<file path="src/rtl/knight_anim_sequencer.sv">
// Knight walk-cycle sequencer: animation frame select/facing FSM plus mirrored sprite ROM address generation.
// Optional build macro KNIGHT_ANIM_PAUSE_EN adds a 'pause' input that freezes the animation state.
module knight_anim_sequencer #(
  parameter int SPR_W       = 50,
  parameter int SPR_H       = 64,
  parameter int ADDR_W      = 12,
  parameter int WALK_FRAMES = 4,
  parameter int HOLD_TICKS  = 6,
  parameter int TICK_W      = $clog2(HOLD_TICKS + 1)
) (
  input  logic              vga_clk,
  input  logic              reset_n,
  input  logic              frame_start,
  input  logic              move_left,
  input  logic              move_right,
`ifdef KNIGHT_ANIM_PAUSE_EN
  input  logic              pause,
`endif
  input  logic [9:0]        knight_x,
  input  logic [9:0]        knight_y,
  input  logic [9:0]        DrawX,
  input  logic [9:0]        DrawY,
  output logic [2:0]        frame_sel,
  output logic              facing_left,
  output logic [ADDR_W-1:0] rom_address,
  output logic              sprite_hit,
  output logic              o_dbg_state,
  output logic [TICK_W-1:0] o_dbg_tick
);

  typedef enum logic {
    S_IDLE = 1'b0,
    S_WALK = 1'b1
  } state_t;

  state_t              r_state;
  logic [TICK_W-1:0]   r_tick;
  logic [2:0]          r_frame_sel;
  logic                r_facing_left;
  logic [ADDR_W-1:0]   r_rom_address;
  logic                r_sprite_hit;

  logic                w_dir_req;
  logic                w_adv;
  logic [10:0]         w_rel_x;
  logic [10:0]         w_rel_y;
  logic                w_hit;
  logic [10:0]         w_col;
  logic [ADDR_W-1:0]   w_row_base;
  logic [ADDR_W-1:0]   w_addr;

  assign w_dir_req = move_left ^ move_right;

`ifdef KNIGHT_ANIM_PAUSE_EN
  assign w_adv = frame_start & ~pause;
`else
  assign w_adv = frame_start;
`endif

  // Animation state moves only on video-frame boundaries, so the pose never tears mid-frame.
  always_ff @(posedge vga_clk or negedge reset_n) begin
    if (!reset_n) begin
      r_state       <= S_IDLE;
      r_tick        <= '0;
      r_frame_sel   <= 3'd0;
      r_facing_left <= 1'b0;
    end else if (w_adv) begin
      case (r_state)
        S_IDLE: begin
          if (w_dir_req) begin
            r_state       <= S_WALK;
            r_frame_sel   <= 3'd1;
            r_tick        <= '0;
            r_facing_left <= move_left;
          end else begin
            r_frame_sel   <= 3'd0;
          end
        end
        S_WALK: begin
          if (!w_dir_req) begin
            r_state     <= S_IDLE;
            r_frame_sel <= 3'd0;
            r_tick      <= '0;
          end else begin
            r_facing_left <= move_left;
            if (r_tick == TICK_W'(HOLD_TICKS - 1)) begin
              r_tick <= '0;
              // Walk cycle wraps back to frame 1; frame 0 is reserved for the idle pose.
              if (r_frame_sel == 3'(WALK_FRAMES))
                r_frame_sel <= 3'd1;
              else
                r_frame_sel <= r_frame_sel + 3'd1;
            end else begin
              r_tick <= r_tick + TICK_W'(1);
            end
          end
        end
        default: begin
          r_state     <= S_IDLE;
          r_frame_sel <= 3'd0;
          r_tick      <= '0;
        end
      endcase
    end
  end

  // Unsigned 11-bit offsets: pixels left of / above the sprite wrap to large values and miss.
  assign w_rel_x    = {1'b0, DrawX} - {1'b0, knight_x};
  assign w_rel_y    = {1'b0, DrawY} - {1'b0, knight_y};
  assign w_hit      = (w_rel_x < 11'(SPR_W)) && (w_rel_y < 11'(SPR_H));
  assign w_col      = r_facing_left ? (11'(SPR_W - 1) - w_rel_x) : w_rel_x;
  assign w_row_base = ADDR_W'(w_rel_y) * ADDR_W'(SPR_W);
  assign w_addr     = w_hit ? (w_row_base + ADDR_W'(w_col)) : '0;

  always_ff @(posedge vga_clk or negedge reset_n) begin
    if (!reset_n) begin
      r_rom_address <= '0;
      r_sprite_hit  <= 1'b0;
    end else begin
      r_rom_address <= w_addr;
      r_sprite_hit  <= w_hit;
    end
  end

  assign frame_sel   = r_frame_sel;
  assign facing_left = r_facing_left;
  assign rom_address = r_rom_address;
  assign sprite_hit  = r_sprite_hit;
  assign o_dbg_state = r_state;
  assign o_dbg_tick  = r_tick;

endmodule
</file>
<file path="config.mk">
export PLATFORM = sky130hd
export DESIGN_NAME = knight_anim_sequencer
export DESIGN_NICKNAME = d
export VERILOG_FILES = /design/src/rtl/knight_anim_sequencer.sv
export SDC_FILE = /design/constraint.sdc
export NUM_CORES = 1
export LEC_CHECK = 0
export ABC_AREA = 0
export CELL_PAD_IN_SITES_DETAIL_PLACEMENT = 0
export CELL_PAD_IN_SITES_GLOBAL_PLACEMENT = 1
export CORE_MARGIN = 2
export CORE_UTILIZATION = 42
export CTS_CLUSTER_SIZE = 40
export DETAILED_ROUTE_END_ITERATION = 10
export PLACE_DENSITY_LB_ADDON = 0.1
export SETUP_SLACK_MARGIN = 0.1
export SYNTH_ARGS = -nofsm -noshare
export SYNTH_HDL_FRONTEND = slang
export SYNTH_SLANG_ARGS = --single-unit
</file>
<file path="constraint.sdc">
create_clock -name vga_clk -period 4.5 [get_ports vga_clk]
set_input_delay 0.45 -clock vga_clk [delete_from_list [all_inputs] [get_ports vga_clk]]
set_output_delay 0.45 -clock vga_clk [all_outputs]
set_load 0.01 [all_outputs]
</file>
* Word-level counts from Yosys, hierarchy flattened
Cells that the tools add are included. W data, S select, Z words.
Storage, ports and cells: register bits after elaboration 21, bits in latches 0, memory bits (writable) 0, ROM bits 0, input port bits 45, output and inout port bits 21, logic and storage cells 38, memories kept 0
Cells by class: $add $sub $neg 6, $mul 1, divide/modulo/power cells 0, order comparisons 2, equal/unequal tests 4, shift-type cells 0, muxes and demuxes 13, bitwise operators 2, reduce and logical (&&, ||, !) cells 4
Operator list (number):
- $sub A10 B10 Y11 | 2
- $mux W3 | 6
- $add A12 B11 Y12 | 1
- $mux W12 | 1
- $pmux W3 S2 | 2
- $lt A11 B6 Y1 const B | 1
- $lt A11 B7 Y1 const B | 1
- $mul A11 B5 Y11 const B | 1
- $mux W11 | 1
- $sub A6 B11 Y11 const A | 1
- $add A3 B1 Y3 const B | 2
- $eq A3 B3 Y1 const B | 2
- $reduce_and A2 Y1 | 3
- $mux W1 | 3
- $ne A3 B2 Y1 const B | 1
- $ne A2 B2 Y1 const B | 1
- $logic_and A1 B1 Y1 | 1
- $not A1 Y1 | 1
- $xor A1 B1 Y1 | 1

* Logic depth before layout (Yosys ltp)
depth in word-level cells 5, gate-level depth with buffers 22, gate-level depth less buffers 22

* Least setup slack after synthesis
OpenSTA, ideal clock, no wires.
kind input port to flip-flop, start point input DrawY[0], end point register r_rom_address[11] (netlist: rom_address[11]), data arrival time 4458 ps, data required time 4414 ps, setup slack -44 ps, stages on the path 22, cells stage by stage inv_1 ha_1 inv_1 fa_1 a21o_1 a21oi_1 xnor2_1 ha_1 ha_1 inv_1 fa_1 inv_1 ha_1 inv_1 o21bai_1 a21oi_1 xnor2_1 ha_1 nand2_1 o31ai_1 xnor3_1 nor3_1
On the way: word-level cells in the longest chain between the ends 4, elaborated cells on any way between the ends 6, classes of those cells add/sub: 2; mul: 1; order compare: 1; mux: 1; reduce/logical: 1
RTL lines:
- start, declared | RTL line 22 | input logic [9:0] DrawY,
- $sub A10 B10 Y11 * | RTL line 109 | assign w_rel_y = {1'b0, DrawY} - {1'b0, knight_y};
- $mul A11 B5 Y11 / $lt A11 B7 Y1 (equally long branches) | RTL line 112, 110
- $add A12 B11 Y12 / $logic_and A1 B1 Y1 (equally long branches) | RTL line 113, 110
- $mux W12 * | RTL line 113 | assign w_addr = w_hit ? (w_row_base + ADDR_W'(w_col)) : '0;
- named net w_addr[11] | RTL line 50 | logic [ADDR_W-1:0] w_addr;
- end signal, assigned | RTL line 120 | r_rom_address <= w_addr;
- end, declared | RTL line 40 | logic [ADDR_W-1:0] r_rom_address;
The timed path passes the listed nets; every way through them passes the cells marked *. A chain may end at the register's enable or synchronous reset.

* Worst setup path after layout
start point input knight_y[4], end point register r_rom_address[11] (netlist: rom_address[11])
On the way: word-level cells in the longest chain between the ends 4, elaborated cells on any way between the ends 6, classes of those cells add/sub: 2; mul: 1; order compare: 1; mux: 1; reduce/logical: 1
RTL lines:
- start, declared | RTL line 20 | input logic [9:0] knight_y,
- $sub A10 B10 Y11 * | RTL line 109
- $mul A11 B5 Y11 / $lt A11 B7 Y1 (equally long branches) | RTL line 112, 110
- $add A12 B11 Y12 / $logic_and A1 B1 Y1 (equally long branches) | RTL line 113, 110
- $mux W12 * | RTL line 113
- named net w_addr[11] | RTL line 50
Marks and branches as above.

==> results.py <==
metrics = {
    "synth": {
        "synthTopCellsByArea": "ha_1 (22%), dfrtp_1 (17%), xnor2_1 (8.7%), inv_1 (7.1%), fa_1 (5.3%)",
        "yosysTopAreaCellShare_pct": 22.06,
        "synthArstFlopShare_pct": 100.0,
        "synth_compound_area_share_pct": 19.69,
        "synthXorXnorAreaFrac_pct": 12.66,
        "synth_area_um2": 3005,
        "ys_seq_area_share_pct": 17.49,
        "synth_edf_count": 0,
        "synth.avg_cell_area_um2": 8.466,
        "synth_area_leader_cell": "ha_1",
        "synth-simple-area-share_pct": 14.45,
        "synthAdderAreaFrac_pct": 27.39,
        "yosys_register_bits": 21,
        "synth.area.mux_share_pct": 0.3747,
        "synth_cell_type_count": 52,
        "syn_inst": 355,
        "syn_nets": 461,
        "synth_top_family_by_area": "adder cells",
        "synth_ff_type": "dfrtp_1",
        "yosys_warnings": 0,
    },
    "place": {
        "gp_congestion": 0.8964,
        "port_buffers": 65,
        "dp_hpwl_um": 5717,
    },
    "global_routing": {
        "grtUsageTotal_pct": 18.69,
        "grt_pass1_vias": 2727,
        "grt_use_met2_pct": 31.92,
        "grt_busiest_layer": "met2",
        "antenna_found_initial": 0,
        "grt_first_pass_wirelength_um": 11750,
        "grt_use_met3_pct": 1.959,
        "grt_start_max_net_pins": 22,
        "grt_util_met1_pct": 25.47,
        "overflow": 0,
    },
    "cells_and_area": {
        "nets": 585,
        "final_cell_mix": "clkdlybuf4s50_1 (57), buf_4 (56), inv_1 (46)",
        "drive_gt1_share_pct": 29.29,
        "insertedDiodeCount": 0,
        "final_common_cell": "clkdlybuf4s50_1",
        "fillers": 560,
        "syn_to_final_growth_pct": 53.50,
    },
    "sta": {
        "fin_crit_sh_pct": 97.40,
        "setup_tns_ps": 0,
        "max_freq_ghz": 0.2282,
        "finalSetupViolCount": 0,
        "fin_skew_ps": 1.831,
        "worst_hold_slack_ps": 532.0,
        "hold_violations": 0,
        "slew_headroom_pct": 38.48,
        "post-route-min-period_ps": 4383,
        "drv_slew": 0,
        "worst_slew_pin_slew_ps": 919.8,
        "rsz0062_at_grt": "yes",
    },
    "pwr": {
        "p_per_area_nw_per_um2": 624.4,
        "p_int_mw": 1.613,
        "clock_power_share_pct": 4.2,
        "switching_share_pct": 44.00,
        "p_sw_mw": 1.268,
        "ir_drop_uv": 402.1,
        "p_leak_nw": 2.109,
        "p_seq_share_pct": 7.6,
        "p_comb_share_pct": 88.1,
    },
    "die": {
        "start_util_pct": 43.75,
        "die_h_um": 88.59,
        "fp.dieW_um": 88.59,
        "die-area_um2": 7848,
        "ioPinCount": 66,
        "row_count": 30,
        "core_area_um2": 6869,
    },
    "critical_path": {
        "crit_fanout": 4,
        "crit_slowest_cell": "fa_1",
        "path_class": "input port to flop",
        "worstPathRequired_ps": 4680,
        "crit_chain": "clkdlybuf4s50_1, inv_1, ha_4, o2111ai_2, nand2_1, xor2_2, ha_1, ha_1, inv_2, fa_1, inv_2, ha_4, o21a_1, o31ai_2, a21boi_2, ha_4, nand2_4, o31ai_4, xnor3_1, nor3_2",
        "worstPathArrival_ps": 4560,
        "max_stage_delay_ps": 510,
        "start_kind": "input port",
        "ff2ff_path_depth": 10,
        "crit_path_end_kind": "flop",
        "cp_common_cell": "ha_4",
    },
    "clock_tree": {
        "clkTransAtPathRegs_ps": 80,
        "tritoncts": "built",
        "clk_latency_ps": 260,
        "cts_sinks": 21,
        "cts-root-buf": "clkbuf_8",
        "cts_max_path_buffers": 2,
        "cts_buffers": 3,
        "htree_levels": 1,
    },
    "route": {
        "antenna_left": 0,
        "num_vias": 2868,
        "avgViaCountPerCell": 4.997,
        "drcViolationCount": 0,
        "post_drt_wl_per_cell_um": 12.93,
        "drt-total-wl_um": 7423,
        "drt_iter0_drc": 78,
        "dr.pass1.iters": 4,
    },
    "min_path": {
        "min_path_cells": 1,
        "hp-class": "flop to flop",
    },
    "flow_run": {
        "drv_cap": 0,
    },
    "run_status": {
        "status": "finished, final reports clean",
    },
}
==> through the flow <==
step,cells,setup WS (ps),instance area (um^2),utilization [%],power [mW]
global route,574,-56.79,4613,67.16,3.155
detailed placement,559,-605.7,4120,59.98,2.238
floorplan,355,107.4,3022,-,1.604
CTS,569,103.1,4370,63.62,2.544
finish,574,117.0,4613,67.16,2.880
global placement,559,-465.0,4120,59.98,2.204
==> cell usage after synthesis, types with 2 or more instances <==
cell	number
buf_2	2
a211oi_1	3
o21ai_0	18
o21a_1	9
a21o_1	6
o31ai_1	4
o211ai_1	2
xnor2_1	30
nor2_1	22
fa_1	8
nand3_1	3
nand2b_1	4
nor3b_1	2
a31o_2	2
o21bai_1	4
inv_1	57
xor2_1	9
nand2_1	20
nor4_1	2
a21oi_1	23
nor3_1	8
ha_1	53
nor3_2	9
o21ai_1	4
nor2b_1	4
dfrtp_1	21
==> routing by layer <==
| layer | vias to the layer above | share of wire, % |
|---|---|---|
| met5 | - | 0 |
| met4 | 0 | 1.5 |
| met3 | 13 | 3.0 |
| met2 | 57 | 48 |
| met1 | 1335 | 47 |
| li1 | 1463 | - |
==> path summary, 6_finish.rpt <==
| path | slack [ps] | to | startpoint |
|---|---|---|---|
| min reg2reg | 530 | frame_sel[2] | frame_sel[2] |
| min in group asynchronous | 700 | o_dbg_tick[2] | reset_n |
| min | 530 | frame_sel[2] | frame_sel[2] |
| max in group asynchronous | 3240 | facing_left | reset_n |
| max | 120 | rom_address[11] | knight_y[4] |
| max reg2reg | 1710 | rom_address[11] | facing_left |
==> worst max-delay path, delay by kind of cell <==
family,cells,cell delay (ps)
and+or+nand+nor,3,290
adders and majority gates,6,1940
xor gates and xnor gates,2,560
AOI/OAI and AO/OA,5,710
buffers and inverters,4,600
==> repair_timing <==
action / CTS / global route
endpoints found under the setup margin: 3 / 3
pin swaps: 32 / 39
setup buffers: 6 / 5
hold buffers: 0 / 0
resized for setup: 39 / 45
==> power groups by stage <==
stage               combinational (mW)  sequential (mW)  clock [mW]
floorplan                         1.38            0.224           0
global placement                  1.98            0.223           0
detailed placement                2.01            0.223           0
CTS                               2.20            0.220       0.125
global route                      2.80            0.223       0.136
finish                            2.54            0.220       0.122
==> final cells by class <==
cell class	instances	area, um^2	area share (%)
Multi-Input combinational cell	273	2610	56.58
Timing Repair Buffer	123	1095	23.73
Sequential cell	21	525.5	11.39
Inverter	57	216.5	4.692
Tap cell	96	120.1	2.604
Clock buffer	3	41.29	0.8950
Clock inverter	1	5.005	0.1085
==> cells by family (layout without fill, tap and decap cells) <==
family	Yosys count	count (layout)
simple gates	81	81
buf+inv	61	184
compound gates	89	89
xor+xnor	41	41
flops	21	21
fa+ha+maj	61	61
mux	1	1
==> flip-flops by register name, summed over array words and instances, names as in the netlist <==
signal / cells
rom_address: 12
frame_sel: 3
o_dbg_tick: 3
facing_left: 1
o_dbg_state: 1
sprite_hit: 1
Note: power is estimated with default switching activity, not from simulation.
